<file path="src/rtl/crypto_intr_ctrl_pkg.sv">
// Shared definitions for the crypto interrupt controller: word offsets,
// source bit indices, coalescing FSM states and a popcount helper.
package crypto_intr_ctrl_pkg;

  localparam int unsigned NUM_SRC = 3;
  localparam int unsigned SRC_RSA = 0;
  localparam int unsigned SRC_AES = 1;
  localparam int unsigned SRC_SHA = 2;

  // Word offsets as decoded from haddr[7:2]
  localparam logic [5:0] OFF_RAW  = 6'h00;
  localparam logic [5:0] OFF_PEND = 6'h01;
  localparam logic [5:0] OFF_MASK = 6'h02;
  localparam logic [5:0] OFF_STAT = 6'h03;
  localparam logic [5:0] OFF_COAL = 6'h04;
  localparam logic [5:0] OFF_CNT  = 6'h05;

  typedef enum logic [1:0] {
    ST_IDLE   = 2'd0,
    ST_WAIT   = 2'd1,
    ST_ASSERT = 2'd2
  } coal_state_e;

  function automatic logic [1:0] popcount3(input logic [2:0] v);
    return 2'(v[0]) + 2'(v[1]) + 2'(v[2]);
  endfunction

endpackage

</file>
<file path="src/rtl/crypto_intr_ctrl_if.sv">
// AHB-Lite slave window signals for the crypto interrupt controller.
interface crypto_intr_ctrl_if;
  logic        hsel;
  logic [31:0] haddr;
  logic [1:0]  htrans;
  logic        hwrite;
  logic [2:0]  hsize;
  logic [3:0]  hprot;
  logic [31:0] hwdata;
  logic [31:0] hrdata;
  logic        hready;
  logic [1:0]  hresp;

  modport master (
    output hsel, haddr, htrans, hwrite, hsize, hprot, hwdata,
    input  hrdata, hready, hresp
  );

  modport slave (
    input  hsel, haddr, htrans, hwrite, hsize, hprot, hwdata,
    output hrdata, hready, hresp
  );
endinterface

</file>
<file path="src/rtl/crypto_intr_coalesce.sv">
// Coalescing FSM: merges masked edge events by count threshold or timeout
// into a single registered interrupt line.
module crypto_intr_coalesce
  import crypto_intr_ctrl_pkg::*;
#(
  parameter int unsigned TIMER_W = 16,
  parameter int unsigned CNT_W   = 8
) (
  input  logic               clk,
  input  logic               rst_n,
  input  logic [NUM_SRC-1:0] mev,
  input  logic [NUM_SRC-1:0] stat,
  input  logic [CNT_W-1:0]   thr,
  input  logic [TIMER_W-1:0] tmo,
  output logic               irq_out
);

  coal_state_e        state_q, state_d;
  logic [CNT_W-1:0]   evt_q, evt_d;
  logic [TIMER_W-1:0] tmr_q, tmr_d;
  logic               irq_q, irq_d;
  logic [CNT_W-1:0]   n_ev;
  logic [CNT_W:0]     evt_wide;
  logic [CNT_W-1:0]   evt_sum;

  always_comb begin
    n_ev     = CNT_W'(popcount3(mev));
    evt_wide = {1'b0, evt_q} + {1'b0, n_ev};
    evt_sum  = evt_wide[CNT_W] ? '1 : evt_wide[CNT_W-1:0];
    state_d  = state_q;
    evt_d    = evt_q;
    tmr_d    = tmr_q;
    case (state_q)
      ST_IDLE: begin
        if (n_ev != '0) begin
          evt_d   = n_ev;
          tmr_d   = '0;
          state_d = (n_ev >= thr || thr <= CNT_W'(1)) ? ST_ASSERT : ST_WAIT;
        end
      end
      ST_WAIT: begin
        evt_d = evt_sum;
        if (tmr_q != '1) tmr_d = tmr_q + TIMER_W'(1);
        // Timeout compares the post-increment value so it fires N cycles after the first event
        if (evt_sum >= thr)                   state_d = ST_ASSERT;
        else if (tmo != '0 && tmr_d == tmo)   state_d = ST_ASSERT;
        else if (stat == '0)                  state_d = ST_IDLE;
      end
      ST_ASSERT: begin
        if (stat == '0) state_d = ST_IDLE;
      end
      default: state_d = ST_IDLE;
    endcase
    irq_d = (state_d == ST_ASSERT);
  end

  always_ff @(posedge clk or negedge rst_n) begin
    if (!rst_n) begin
      state_q <= ST_IDLE;
      evt_q   <= '0;
      tmr_q   <= '0;
      irq_q   <= 1'b0;
    end else begin
      state_q <= state_d;
      evt_q   <= evt_d;
      tmr_q   <= tmr_d;
      irq_q   <= irq_d;
    end
  end

  assign irq_out = irq_q;

endmodule

</file>
<file path="src/rtl/crypto_intr_ctrl.sv">
// Interrupt aggregation for the crypto core: edge capture, W1C pending,
// mask, per-source event counters and an AHB-Lite register window.
module crypto_intr_ctrl
  import crypto_intr_ctrl_pkg::*;
#(
  parameter int unsigned TIMER_W = 16,
  parameter int unsigned CNT_W   = 8
) (
  input  logic               hclk,
  input  logic               hrst_b,
  crypto_intr_ctrl_if.slave  ahb,
  input  logic               rsa_intr,
  input  logic               aes_intr,
  input  logic               sha_intr,
  output logic               irq_out
);

  logic [NUM_SRC-1:0] src_now, src_q, src_edge;
  logic [NUM_SRC-1:0] pend_q, pend_d, mask_q, mask_d;
  logic [NUM_SRC-1:0] mev, stat_nxt;
  logic [CNT_W-1:0]   thr_q, thr_d;
  logic [TIMER_W-1:0] tmo_q, tmo_d;
  logic [CNT_W-1:0]   cnt_q [NUM_SRC];
  logic [CNT_W-1:0]   cnt_d [NUM_SRC];
  logic               wr_q, wr_d, rd_q, rd_d;
  logic [5:0]         addr_q, addr_d;
  logic               wr_pend, wr_mask, wr_coal, wr_cnt;
  logic [31:0]        rdata;
  logic               unused_ahb;

  assign unused_ahb = ^{ahb.hsize, ahb.hprot, ahb.haddr[31:8], ahb.haddr[1:0],
                        ahb.hwdata[31:CNT_W+TIMER_W]};

  always_comb begin
    src_now  = {sha_intr, aes_intr, rsa_intr};
    src_edge = src_now & ~src_q;

    wr_d   = ahb.hsel & ahb.htrans[1] & ahb.hwrite;
    rd_d   = ahb.hsel & ahb.htrans[1] & ~ahb.hwrite;
    addr_d = (ahb.hsel & ahb.htrans[1]) ? ahb.haddr[7:2] : addr_q;

    wr_pend = wr_q && (addr_q == OFF_PEND);
    wr_mask = wr_q && (addr_q == OFF_MASK);
    wr_coal = wr_q && (addr_q == OFF_COAL);
    wr_cnt  = wr_q && (addr_q == OFF_CNT);

    // New edges are OR-ed after the W1C so a coincident set wins
    pend_d = (pend_q & ~(wr_pend ? ahb.hwdata[NUM_SRC-1:0] : '0)) | src_edge;
    mask_d = wr_mask ? ahb.hwdata[NUM_SRC-1:0] : mask_q;
    thr_d  = wr_coal ? ahb.hwdata[CNT_W-1:0] : thr_q;
    tmo_d  = wr_coal ? ahb.hwdata[CNT_W +: TIMER_W] : tmo_q;

    for (int unsigned i = 0; i < NUM_SRC; i++) begin
      cnt_d[i] = wr_cnt ? '0 : cnt_q[i];
      if (src_edge[i] && cnt_d[i] != '1) cnt_d[i] = cnt_d[i] + CNT_W'(1);
    end

    mev      = src_edge & mask_q;
    stat_nxt = pend_d & mask_d;
  end

  always_comb begin
    rdata = '0;
    if (rd_q) begin
      case (addr_q)
        OFF_RAW:  rdata[NUM_SRC-1:0] = src_q;
        OFF_PEND: rdata[NUM_SRC-1:0] = pend_q;
        OFF_MASK: rdata[NUM_SRC-1:0] = mask_q;
        OFF_STAT: rdata[NUM_SRC-1:0] = pend_q & mask_q;
        OFF_COAL: rdata[CNT_W+TIMER_W-1:0] = {tmo_q, thr_q};
        OFF_CNT: begin
          for (int unsigned i = 0; i < NUM_SRC; i++) rdata[i*CNT_W +: CNT_W] = cnt_q[i];
        end
        default: rdata = '0;
      endcase
    end
  end

  assign ahb.hrdata = rdata;
  assign ahb.hready = 1'b1;
  assign ahb.hresp  = 2'b00;

  always_ff @(posedge hclk or negedge hrst_b) begin
    if (!hrst_b) begin
      src_q  <= '0;
      pend_q <= '0;
      mask_q <= '0;
      thr_q  <= CNT_W'(1);
      tmo_q  <= '0;
      wr_q   <= 1'b0;
      rd_q   <= 1'b0;
      addr_q <= '0;
      for (int unsigned i = 0; i < NUM_SRC; i++) cnt_q[i] <= '0;
    end else begin
      src_q  <= src_now;
      pend_q <= pend_d;
      mask_q <= mask_d;
      thr_q  <= thr_d;
      tmo_q  <= tmo_d;
      wr_q   <= wr_d;
      rd_q   <= rd_d;
      addr_q <= addr_d;
      for (int unsigned i = 0; i < NUM_SRC; i++) cnt_q[i] <= cnt_d[i];
    end
  end

  crypto_intr_coalesce #(
    .TIMER_W(TIMER_W),
    .CNT_W  (CNT_W)
  ) u_coalesce (
    .clk    (hclk),
    .rst_n  (hrst_b),
    .mev    (mev),
    .stat   (stat_nxt),
    .thr    (thr_q),
    .tmo    (tmo_q),
    .irq_out(irq_out)
  );

endmodule

</file>
<file path="src/flat_wrapper.sv">
// flat-port wrapper written by rule: the top's interface ports become plain ports
module crypto_intr_ctrl_flat import crypto_intr_ctrl_pkg::*;
#(
  parameter int unsigned TIMER_W = 16,
  parameter int unsigned CNT_W   = 8
)
  (hclk, hrst_b, rsa_intr, aes_intr, sha_intr, irq_out, ahb_hsel, ahb_haddr, ahb_htrans, ahb_hwrite, ahb_hsize, ahb_hprot, ahb_hwdata, ahb_hrdata, ahb_hready, ahb_hresp);
  crypto_intr_ctrl_if ahb_i ();
  input  logic hclk;
  input  logic hrst_b;
  input  logic rsa_intr;
  input  logic aes_intr;
  input  logic sha_intr;
  output logic irq_out;
  input wire logic [$bits(ahb_i.hsel)-1:0] ahb_hsel;
  input wire logic [$bits(ahb_i.haddr)-1:0] ahb_haddr;
  input wire logic [$bits(ahb_i.htrans)-1:0] ahb_htrans;
  input wire logic [$bits(ahb_i.hwrite)-1:0] ahb_hwrite;
  input wire logic [$bits(ahb_i.hsize)-1:0] ahb_hsize;
  input wire logic [$bits(ahb_i.hprot)-1:0] ahb_hprot;
  input wire logic [$bits(ahb_i.hwdata)-1:0] ahb_hwdata;
  output wire logic [$bits(ahb_i.hrdata)-1:0] ahb_hrdata;
  output wire logic [$bits(ahb_i.hready)-1:0] ahb_hready;
  output wire logic [$bits(ahb_i.hresp)-1:0] ahb_hresp;
  assign ahb_i.hsel = ahb_hsel;
  assign ahb_i.haddr = ahb_haddr;
  assign ahb_i.htrans = ahb_htrans;
  assign ahb_i.hwrite = ahb_hwrite;
  assign ahb_i.hsize = ahb_hsize;
  assign ahb_i.hprot = ahb_hprot;
  assign ahb_i.hwdata = ahb_hwdata;
  assign ahb_hrdata = ahb_i.hrdata;
  assign ahb_hready = ahb_i.hready;
  assign ahb_hresp = ahb_i.hresp;
  crypto_intr_ctrl #(.TIMER_W(TIMER_W), .CNT_W(CNT_W)) u_core (.hclk(hclk), .hrst_b(hrst_b), .ahb(ahb_i), .rsa_intr(rsa_intr), .aes_intr(aes_intr), .sha_intr(sha_intr), .irq_out(irq_out));
endmodule
</file>
<file path="config.mk">
export PLATFORM = sky130hd
export DESIGN_NAME = crypto_intr_ctrl_flat
export DESIGN_NICKNAME = d
export VERILOG_FILES = /design/src/rtl/crypto_intr_ctrl_pkg.sv /design/src/rtl/crypto_intr_ctrl_if.sv /design/src/rtl/crypto_intr_coalesce.sv /design/src/rtl/crypto_intr_ctrl.sv /design/src/flat_wrapper.sv
export SDC_FILE = /design/constraint.sdc
export NUM_CORES = 1
export LEC_CHECK = 0
export ABC_AREA = 1
export BUFFER_PORTS_ARGS = -buffer_cell sky130_fd_sc_hd__buf_2
export CAP_MARGIN = 5
export CORE_MARGIN = 8
export CORE_UTILIZATION = 37
export DETAILED_ROUTE_END_ITERATION = 10
export HOLD_SLACK_MARGIN = 0.06
export SYNTH_ARGS = -nofsm -noshare
export SYNTH_HDL_FRONTEND = slang
export SYNTH_HIERARCHICAL = 1
export SYNTH_SLANG_ARGS = --single-unit
</file>
<file path="constraint.sdc">
create_clock -name hclk -period 4.3 [get_ports hclk]
set_input_delay 0.645 -clock hclk [delete_from_list [all_inputs] [get_ports hclk]]
set_output_delay 0.645 -clock hclk [all_outputs]
set_load 0.05 [all_outputs]
</file>
Word-level counts from Yosys, hierarchy flattened
Cells that the tools add are included.
{"block": "classes", "n_addsub": 7, "mul": 0, "div_mod_pow": 0, "n_lt_le_gt_ge": 3, "n_eq_ne": 14, "shift": 0, "n_mux": 24, "n_bitwise": 12, "n_reduce_logical": 16}
{"cell": "8-bit 2-to-1 mux", "count": 8}
{"cell": "16-bit 2-to-1 mux", "count": 3}
{"cell": "21-bit one-hot mux with 2 select lines", "count": 1}
{"cell": "16-bit one-hot mux with 2 select lines", "count": 1}
{"cell": "8-bit by 1-bit adder with 8-bit output, second input constant", "count": 3}
{"cell": "24-bit 2-to-1 mux", "count": 1}
{"cell": "8-bit inequality test, second input constant", "count": 3}
{"cell": "3-bit one-hot mux with 6 select lines", "count": 1}
{"cell": "16-bit by 1-bit adder with 16-bit output, second input constant", "count": 1}
{"cell": "16-bit equality test", "count": 1}
{"cell": "16-bit inequality test, second input constant", "count": 1}
{"cell": "8-bit one-hot mux with 2 select lines", "count": 1}
{"cell": "16-bit nonzero test", "count": 1}
{"cell": "3-bit AND", "count": 5}
{"cell": "6-bit by 2-bit equality test with 1-bit output, second input constant", "count": 2}
{"cell": "6-bit by 3-bit equality test with 1-bit output, second input constant", "count": 2}
{"cell": "2-bit 2-to-1 mux", "count": 5}
{"cell": "8-bit by 2-bit adder with 9-bit output", "count": 1}
{"cell": "2-bit by 8-bit >= comparator with 1-bit output", "count": 1}
{"cell": "8-bit >= comparator", "count": 1}
{"cell": "8-bit by 1-bit less-or-equal comparator with 1-bit output, second input constant", "count": 1}
{"cell": "1-bit logical AND", "count": 8}
{"cell": "6-bit by 1-bit equality test with 1-bit output, second input constant", "count": 1}
{"cell": "6-bit zero test", "count": 1}
{"cell": "other kinds (16)", "count": 22}
{"block": "totals", "regBits": 92, "latchBits": 0, "ramBits": 0, "romBits": 0, "inputBits": 80, "out_inout_bits": 36, "word_cells": 91, "n_memories": 0}

Logic depth before layout (Yosys ltp)
Gate-level depths: netlist of the first run.
{"block": "depth", "word_depth": 13, "ltp_mapped": 23, "mapped_depth_nobuf": 23}

Cells and area by module
The synthesis of the first run kept the hierarchy.
{"module": "crypto_intr_ctrl", "n_inst": 1, "cells_per_inst": 463, "area_per_inst_um2": 3666.0, "seq_area_each_um2": 1627.8}
{"module": "crypto_intr_coalesce", "n_inst": 1, "cells_per_inst": 376, "area_per_inst_um2": 2386.0, "seq_area_each_um2": 675.6}

Least setup slack after synthesis of the first run
No wires, ideal clock.
{"block": "synth_timing", "path_type": "in2reg", "start": "input rsa_intr", "end": "register u_core.u_coalesce.irq_q (netlist: u_core/u_coalesce/irq_out)", "arrival_ns": 3.613, "required_time_ns": 4.175, "slack_ns": 0.562, "stages": 21, "cell_sequence": "nand2_1 > nor2_1 > fa_1 > ha_1 > fa_1 > nand2_1 > nor2_1 > inv_1 > nor2_1 > inv_1 > nor2_1 > or2_2 > ha_1 > a21oi_1 > o21ai_0 > nand2_1 > o2111a_1 > nand2_1 > o21bai_1 > nand2_1 > nand3_1"}
{"block": "synth_via", "elab_chain_len": 10, "word_cells_on_any_way": 20}
{"element": "start: declaration", "line": "flat_wrapper.sv:11", "text": "input logic rsa_intr;"}
{"element": "3-bit AND *", "line": "crypto_intr_ctrl.sv:36", "text": "src_edge = src_now & ~src_q;"}
{"element": "3-bit AND *", "line": "crypto_intr_ctrl.sv:58", "text": "mev = src_edge & mask_q;"}
{"element": "named net u_core.mev[0]", "line": "crypto_intr_ctrl.sv:20", "text": "logic [NUM_SRC-1:0] mev, stat_nxt;"}
{"element": "1-bit by 1-bit adder with 2-bit output *", "line": "crypto_intr_ctrl_pkg.sv:25", "text": "return 2'(v[0]) + 2'(v[1]) + 2'(v[2]);"}
{"element": "2-bit by 1-bit adder with 2-bit output *", "line": "crypto_intr_ctrl_pkg.sv:25"}
{"element": "8-bit by 2-bit adder with 9-bit output / 2-bit by 8-bit >= comparator with 1-bit output (equally long branches)", "line": "crypto_intr_coalesce.sv:28, crypto_intr_coalesce.sv:38"}
{"element": "8-bit 2-to-1 mux / 1-bit logical OR (equally long branches)", "line": "crypto_intr_coalesce.sv:29, crypto_intr_coalesce.sv:38"}
{"element": "8-bit >= comparator / 2-bit 2-to-1 mux (equally long branches)", "line": "crypto_intr_coalesce.sv:45, crypto_intr_coalesce.sv:38"}
{"element": "2-bit 2-to-1 mux (on tied branches)", "line": "crypto_intr_coalesce.sv:45, crypto_intr_coalesce.sv:35"}
{"element": "2-bit one-hot mux with 3 select lines *", "line": "crypto_intr_coalesce.sv:33", "text": "case (state_q)"}
{"element": "2-bit equality test *", "line": "crypto_intr_coalesce.sv:54", "text": "irq_d = (state_d == ST_ASSERT);"}
{"element": "named net u_core.u_coalesce.irq_d", "line": "crypto_intr_coalesce.sv:21", "text": "logic irq_q, irq_d;"}
{"element": "end signal: assignment", "line": "crypto_intr_coalesce.sv:67", "text": "irq_q <= irq_d;"}
{"element": "end: declaration", "line": "crypto_intr_coalesce.sv:21"}
Mark *: on every way through the listed nets, which the timed path passes. The rest lies on a longest branch.
A chain may end at the register's enable or synchronous reset.

Worst setup path after layout of the first run
{"block": "layout_timing", "start": "register u_core.src_q[2]", "end": "register u_core.u_coalesce.irq_q (netlist: u_core/u_coalesce/irq_out)"}
{"block": "layout_via", "elab_chain_len": 10, "word_cells_on_any_way": 20}
{"element": "start: declaration", "line": "crypto_intr_ctrl.sv:18", "text": "logic [NUM_SRC-1:0] src_now, src_q, src_edge;"}
{"element": "start signal: assignment", "line": "crypto_intr_ctrl.sv:95", "text": "src_q <= src_now;"}
{"element": "3-bit inverter *", "line": "crypto_intr_ctrl.sv:36"}
{"element": "3-bit AND *", "line": "crypto_intr_ctrl.sv:36"}
{"element": "3-bit AND *", "line": "crypto_intr_ctrl.sv:58"}
{"element": "named net u_core.mev[2]", "line": "crypto_intr_ctrl.sv:20"}
{"element": "2-bit by 1-bit adder with 2-bit output *", "line": "crypto_intr_ctrl_pkg.sv:25"}
{"element": "8-bit by 2-bit adder with 9-bit output / 2-bit by 8-bit >= comparator with 1-bit output (equally long branches)", "line": "crypto_intr_coalesce.sv:28, crypto_intr_coalesce.sv:38"}
{"element": "8-bit 2-to-1 mux / 1-bit logical OR (equally long branches)", "line": "crypto_intr_coalesce.sv:29, crypto_intr_coalesce.sv:38"}
{"element": "8-bit >= comparator / 2-bit 2-to-1 mux (equally long branches)", "line": "crypto_intr_coalesce.sv:45, crypto_intr_coalesce.sv:38"}
{"element": "2-bit 2-to-1 mux (on tied branches)", "line": "crypto_intr_coalesce.sv:45, crypto_intr_coalesce.sv:35"}
{"element": "2-bit one-hot mux with 3 select lines *", "line": "crypto_intr_coalesce.sv:33"}
{"element": "2-bit equality test *", "line": "crypto_intr_coalesce.sv:54"}
{"element": "named net u_core.u_coalesce.irq_d", "line": "crypto_intr_coalesce.sv:21"}
Marks and branches as above.

==> run_results.csv, run 1 <==
group,metric,value,unit
outcome,status,"complete, no violations",
routing,drc_errors,0,
global_route,grt_usage,15.9,%
floorplan,core_area,15900,um^2
critical_path,slowest_stage,"fa_1",
routing,drt_first_iter_violations,383,
run,cap_violations,0,
critical_path,crit_chain,"inv_1, nand2_1, nor2_1, fa_1, ha_1, fa_1, nand2_1, nor2_1, inv_1, nor2_1, inv_1, nor2_1, or2_2, ha_1, a21oi_1, o21ai_0, nand2_1, o2111a_1, nand2_1, o21bai_1, nand2_1, nand3_1",
floorplan,std_cell_rows,46,
cells_and_area,drive_above_1_share,15.8,%
critical_path,rr_worst_depth,22,
sta,fin_tns_setup,0,ns
routing,vias,5439,
synth,synth_flop_cell,"dfrtp_1",
cells_and_area,diodes,0,
synth,synthDominantCellAreaShare,37.6,%
placed_design,hpwl,11.9,mm
cells_and_area,fillCellCount,1662,
sta,worst_slack,0.488,ns
clock_network,cts_setup_buffers,0,
critical_path,crit_required,4.54,ns
sta,slew_violations,0,
global_route,grt_pass1_vias,5102,
floorplan,chipHeight,144,um
sta,period_share,88.7,%
synth,yosys_warnings,6,
clock_network,h-tree-depth,3,
sta,grt_setup_unrepaired,"no",
clock_network,clk_pin_slew,0.07,ns
synth,synth_edf_count,0,
synth,synth_area_leader_cell,"dfrtp_1",
power,leakagePower,3.47,nW
sta,maxSlewHeadroom,45.9,%
sta,hold_slack,0.378,ns
synth,synthCells,839,
cells_and_area,regArea,2300,um^2
synth,synth_area_leaders,"dfrtp_1 38%, nand2_1 16%, inv_1 6.6%, nand3_1 4.9%, nor2_1 4.6%",
floorplan,die_area,20700,um^2
critical_path,critPathMaxFanout,4,
placed_design,place_congestion,0.853,
cells_and_area,mostFrequentLayoutCell,"nand2_1",
critical_path,start_kind,"flip-flop",
critical_path,cp.arrival,4.05,ns
routing,wl_per_cell,14.1,um
cells_and_area,nets,995,
cells_and_area,multi_input_area,3120,um^2
synth,ys_seq_area_share,38.1,%
floorplan,die_w,144,um
synth,synth_area,6050,um^2
critical_path,cp-end-kind,"flip-flop",
placed_design,dp_slack,0.215,ns
cells_and_area,finalNonFillerCells,1121,
synth,async_reset_ff_share,100,%
critical_path,path_class,"flip-flop to flip-flop",
sta,fmax,0.262,GHz
global_route,antenna_found_initial,0,
power,irDropWorstVdd,0.226,mV
routing,dr.pass1.iters,4,
critical_path,path_buf_inv,3,
clock_network,holdBufCountCts,0,
sta,fin_skew,0.00897,ns
clock_network,cts_buffers,9,
sta,setup_violations,0,
clock_network,postCtsResizedCells,0,
cells_and_area,utilization,42.8,%
critical_path,critPathTopFamily,"adder cells",
clock_network,clkLatencyLatePin,0.35,ns
clock_network,numClockSinks,92,
sta,worst_pin_slew,0.810,ns
routing,viasPerCell,4.85,
critical_path,cpMostUsedCell,"nand2_1",
worst_hold_path,min-delay-path-class,"input port to async pin",
critical_path,cp_slowest_stage_delay,0.49,ns
critical_path,r2r_slack,0.49,ns
global_route,grt_pass1_wl,25.9,mm
sta,period_needed,3.81,ns
global_route,grt_max_degree,49,
cells_and_area,mostFrequentLayoutCells,"258 x nand2_1, 107 x inv_1, 91 x dfrtp_1",
synth,yosysUniqueCellTypes,47,
clock_network,cts_buffer_depth,2,
synth,synth-seq-cells,92,
floorplan,pin_count,116,
floorplan,initial_core_util,38.0,%
global_route,gr-total-overflow,0,
cells_and_area,area_delta_synth_final,12.7,%
placed_design,place_inst,1105,
synth,synth_area_per_cell,7.21,um^2
routing,totalWireLength,15.8,mm
clock_network,clock_tree.root_cell,"clkbuf_16",
power,power.density,450,nW/um^2
routing,antenna_left,0,
sta,finalHoldViolCount,0,
placed_design,port_buffers,62,
critical_path,crit_cells,22,
clock_network,cts_tree,"done",
==> cells in the mapped netlist (3+ instances only) <==
cell      number
nor2_1        74
dfrtp_1       91
nor2_4         4
ha_1          13
inv_1        107
buf_2          5
nand3_1       59
nand2_2        8
xor2_1         6
clkbuf_1       5
inv_2         15
buf_4         12
nor4_1         5
mux2_1         4
mux2_4        10
buf_6          6
o21ai_1        8
o21a_1         3
nand2_1      258
o21ai_0       33
mux2_2         8
nand4_1       18
o211ai_1       4
nor3_1         4
nand3_2        3
nor2_2         4
a21oi_1       40
a22o_1         4
o21bai_1       4
==> metal layers <==
layer	track usage, %	part of all wire (%)	vias up
met5	0	0	-
met4	6.59	1.9	0
met3	2.06	2.8	17
met2	26.0	48	87
met1	20.7	48	2543
li1	-	-	2792
==> layout make-up <==
class                   count  area share (%)
multi-input cells         606            45.8
flip-flops and latches     92            33.8
inverters                 122            6.71
repair buffers             69            5.35
well taps                 216            3.96
clock buffers              11            3.56
clock inverters             5           0.880
==> worst register-to-register path, delay by kind of cell, from the launching register on <==
family | cells | cell delay [ns]
buffers and inverters | 3 | 0.21
adders and majority gates | 4 | 1.42
AOI/OAI and AO/OA | 4 | 0.59
and+or+nand+nor | 11 | 1.11
DFF | 1 | 0.36
==> registers in the layout (all words and copies together), names as in the netlist <==
signal	flops
u_core/mask_q	3
u_core/u_coalesce/irq_out	1
u_core/addr_q	6
u_core/u_coalesce/tmr_q	16
u_core/u_coalesce/evt_q	8
u_core/wr_q	1
u_core/tmo_q	16
u_core/thr_q	8
u_core/u_coalesce/state_q	2
u_core/rd_q	1
u_core/src_q	3
u_core/cnt_q	24
u_core/pend_q	3
==> power breakdown <==
| part | total, mW | switching, mW | internal, mW |
|---|---|---|---|
| combinational | 0.996 | 0.646 | 0.350 |
| clock | 0.824 | 0.355 | 0.469 |
| sequential | 1.25 | 0.206 | 1.05 |
==> path summary, 6_finish.rpt <==
check	start	endpoint
max	u_core/src_q[2]$_DFF_PN0_	u_core/u_coalesce/irq_out$_DFF_PN0_
min	hrst_b	u_core/rd_q$_DFF_PN0_
max reg2reg	u_core/src_q[2]$_DFF_PN0_	u_core/u_coalesce/irq_out$_DFF_PN0_
min reg2reg	u_core/thr_q[1]$_DFFE_PN0P_	u_core/thr_q[1]$_DFFE_PN0P_
max in group asynchronous	hrst_b	u_core/u_coalesce/tmr_q[4]$_DFFE_PN0P_
min in group hclk	sha_intr	u_core/src_q[2]$_DFF_PN0_
==> through the flow <==
stage          power [mW]  area (um^2)
2_1_floorplan        1.97         6090
4_1_cts              3.10         6820
6_report             3.07         6820
5_1_grt              3.31         6820
3_5_place_dp         2.26         6520
3_3_place_gp         2.24         6520
==> logic make-up (layout without fill, tap and decap cells) <==
| group | count (synthesis) | after routing | synth area share [%] |
|---|---|---|---|
| simple gates | 445 | 445 | 31.9 |
| buf+inv | 150 | 207 | 10.9 |
| compound gates | 107 | 107 | 10.1 |
| flops | 92 | 92 | 38.1 |
| mux | 22 | 22 | 4.71 |
| fa+ha+maj | 15 | 15 | 3.35 |
| xor+xnor | 6 | 6 | 0.868 |
| other cells | 2 | 11 | 0.124 |
(Power assumes the default switching activity.)
==> run 2, diff against run 1 <==
Settings changed: BUFFER_PORTS_ARGS -buffer_cell sky130_fd_sc_hd__buf_2 to -buffer_cell sky130_fd_sc_hd__buf_4.
==> run 2 against run 1 <==
Sequential cell count stayed put. Largest cell class unchanged. Global-route usage is 0.15 points higher. Critical path type is now input port to flip-flop. Via count is 0.33% lower.
==> run_results.csv, run 2 (synthesized netlist as in run 1, its figures left out) <==
group,metric,value,unit
clock_network,postCtsResizedCells,0,
floorplan,die_area,20700,um^2
sta,finalHoldViolCount,0,
critical_path,reg2reg_to,"u_core/u_coalesce/irq_out$_DFF_PN0_",
sta,grt_setup_unrepaired,"no",
power,switching_power,1.23,mW
sta,period_needed,3.81,ns
cells_and_area,mostFrequentLayoutCell,"nand2_1",
worst_hold_path,worstHoldPathCells,1,
critical_path,r2r-start,"u_core/src_q[2]$_DFF_PN0_",
critical_path,cp.arrival,4.04,ns
cells_and_area,mostFrequentLayoutCells,"258 x nand2_1, 107 x inv_1, 91 x dfrtp_1",
cells_and_area,top_regs,"u_core/cnt_q: 24 flops, u_core/tmo_q: 16 flops, u_core/u_coalesce/tmr_q: 16 flops",
routing,drc_errors,0,
routing,route.met3.wl,612,um
clock_network,clkLatencyLatePin,0.35,ns
power,power_frac_comb,32.5,%
floorplan,chipHeight,144,um
clock_network,cts_setup_buffers,0,
worst_hold_path,min-delay-start,"sha_intr",
critical_path,path_class,"input port to flip-flop",
global_route,grt_max_degree,78,
cells_and_area,diodes,0,
routing,dr.pass1.iters,5,
cells_and_area,largest_reg_flops,24,
global_route,gr-total-overflow,0,
power,swShare,39.7,%
sta,hold_slack,0.411,ns
global_route,antenna_found_initial,0,
clock_network,clock_tree.root_cell,"clkbuf_16",
routing,wl_per_cell,14.1,um
critical_path,crit_required,4.53,ns
clock_network,h-tree-depth,3,
clock_network,cts_buffer_depth,2,
worst_hold_path,worstHoldEndpoint,"u_core/src_q[2]$_DFF_PN0_",
floorplan,die_w,144,um
cells_and_area,top_register,"u_core/cnt_q",
sta,fin_skew,0.00998,ns
critical_path,cp_slowest_stage_delay,0.59,ns
critical_path,r2r_slack,0.50,ns
placed_design,hpwl,11.9,mm
routing,viasPerCell,4.84,
sta,setup_violations,0,
floorplan,initial_core_util,38.0,%
critical_path,rr_worst_depth,22,
clock_network,numClockSinks,92,
clock_network,cts_buffers,9,
clock_network,cts_tree,"done",
power,p_seq_share,40.3,%
worst_hold_path,min-delay-path-class,"input port to flip-flop",
routing,vias,5421,
sta,fmax,0.262,GHz
critical_path,crit_chain,"buf_4, nand2_1, nor2_1, fa_1, ha_1, fa_1, nand2_1, nor2_1, inv_1, nor2_1, inv_1, nor2_1, inv_1, o21ai_0, ha_1, a21oi_1, o21ai_0, nand2_1, o2111a_1, nand2_1, o21bai_1, nand2_1, nand3_1",
critical_path,cp-end-kind,"flip-flop",
global_route,grt_pass1_vias,5102,
floorplan,core_area,15900,um^2
routing,routed.top_layer,"met4",
sta,worst_pin_slew,1.00,ns
routing,drt_first_iter_violations,320,
floorplan,pin_count,116,
critical_path,crit_path_start,"rsa_intr",
clock_network,clk_pin_slew,0.07,ns
sta,maxSlewHeadroom,33.2,%
power,irDropWorstVdd,0.220,mV
cells_and_area,area_delta_synth_final,15.2,%
sta,period_share,88.7,%
power,leakagePower,3.49,nW
critical_path,slowest_stage,"fa_1",
run,cap_violations,0,
sta,fin_tns_setup,0,ns
global_route,grt_usage,16.0,%
routing,dr_wl_met2,7.41,mm
power,p_int,1.87,mW
cells_and_area,nets,994,
global_route,grt_pass1_wl,26.1,mm
critical_path,start_kind,"input port",
routing,met1_length,7.46,mm
critical_path,critPathMaxFanout,4,
placed_design,port_buffers,62,
clock_network,holdBufCountCts,0,
outcome,status,"complete, no violations",
sta,slew_violations,0,
routing,antenna_left,0,
power,power.density,444,nW/um^2
placed_design,place_congestion,0.853,
floorplan,std_cell_rows,46,
routing,totalWireLength,15.8,mm
cells_and_area,drive_above_1_share,15.8,%
critical_path,cpMostUsedCell,"nand2_1",
power,clock_power_share,27.2,%
[run 2: worst max-delay path by stage]
stage	cells past startpoint	endpoint	slack, ns
3_5_place_dp	22	u_core/u_coalesce/state_q[1]$_DFF_PN0_	0.19
6_report	23	u_core/u_coalesce/irq_out$_DFF_PN0_	0.49
5_1_grt	22	u_core/u_coalesce/irq_out$_DFF_PN0_	0.16
3_3_place_gp	23	u_core/u_coalesce/irq_out$_DFF_PN0_	0.22
2_1_floorplan	21	u_core/u_coalesce/irq_out$_DFF_PN0_	0.56
4_1_cts	22	u_core/u_coalesce/irq_out$_DFF_PN0_	0.51
[run 2: final cells by class]
type                    count  area, um^2
clock buffers               9         225
clock inverters             7        82.6
fillers                  1653        8970
inverters                 122         458
multi-input cells         606        3120
flip-flops and latches     92        2300
well taps                 216         270
repair buffers             68         510
[run 2: metrics by stage]
stage | setup slack, ns | power [mW] | utilization [%] | instances | cell area [um^2]
6_report | 0.488 | 3.10 | 43.7 | 1120 | 6970
5_1_grt | 0.158 | 3.34 | 43.7 | 1120 | 6970
4_1_cts | 0.511 | 3.12 | 43.7 | 1120 | 6970
3_5_place_dp | 0.189 | 2.27 | 41.8 | 1104 | 6670
3_3_place_gp | 0.217 | 2.25 | 41.8 | 1104 | 6670
2_1_floorplan | 0.562 | 1.97 | - | 848 | 6090
[run 2: metal layers]
layer  up-vias  global-route usage (%)
met2       100                    25.3
met3        22                    2.09
met1      2499                    21.3
li1       2800                       -
met4         0                    7.47
met5         -                       0
[run 2: power groups by stage]
stage | registers, mW | clock network (mW) | logic [mW]
3_3_place_gp | 1.26 | 0 | 0.987
5_1_grt | 1.28 | 0.902 | 1.16
6_report | 1.25 | 0.842 | 1.01
2_1_floorplan | 1.21 | 0 | 0.756
4_1_cts | 1.25 | 0.860 | 1.01
3_5_place_dp | 1.26 | 0 | 1.00
[run 2: critical path, delay by kind of cell]
family          cells  cell delay, ns
compound gates      5            0.74
fa+ha+maj           4            1.30
buf+inv             4            0.34
simple gates       10            1.00
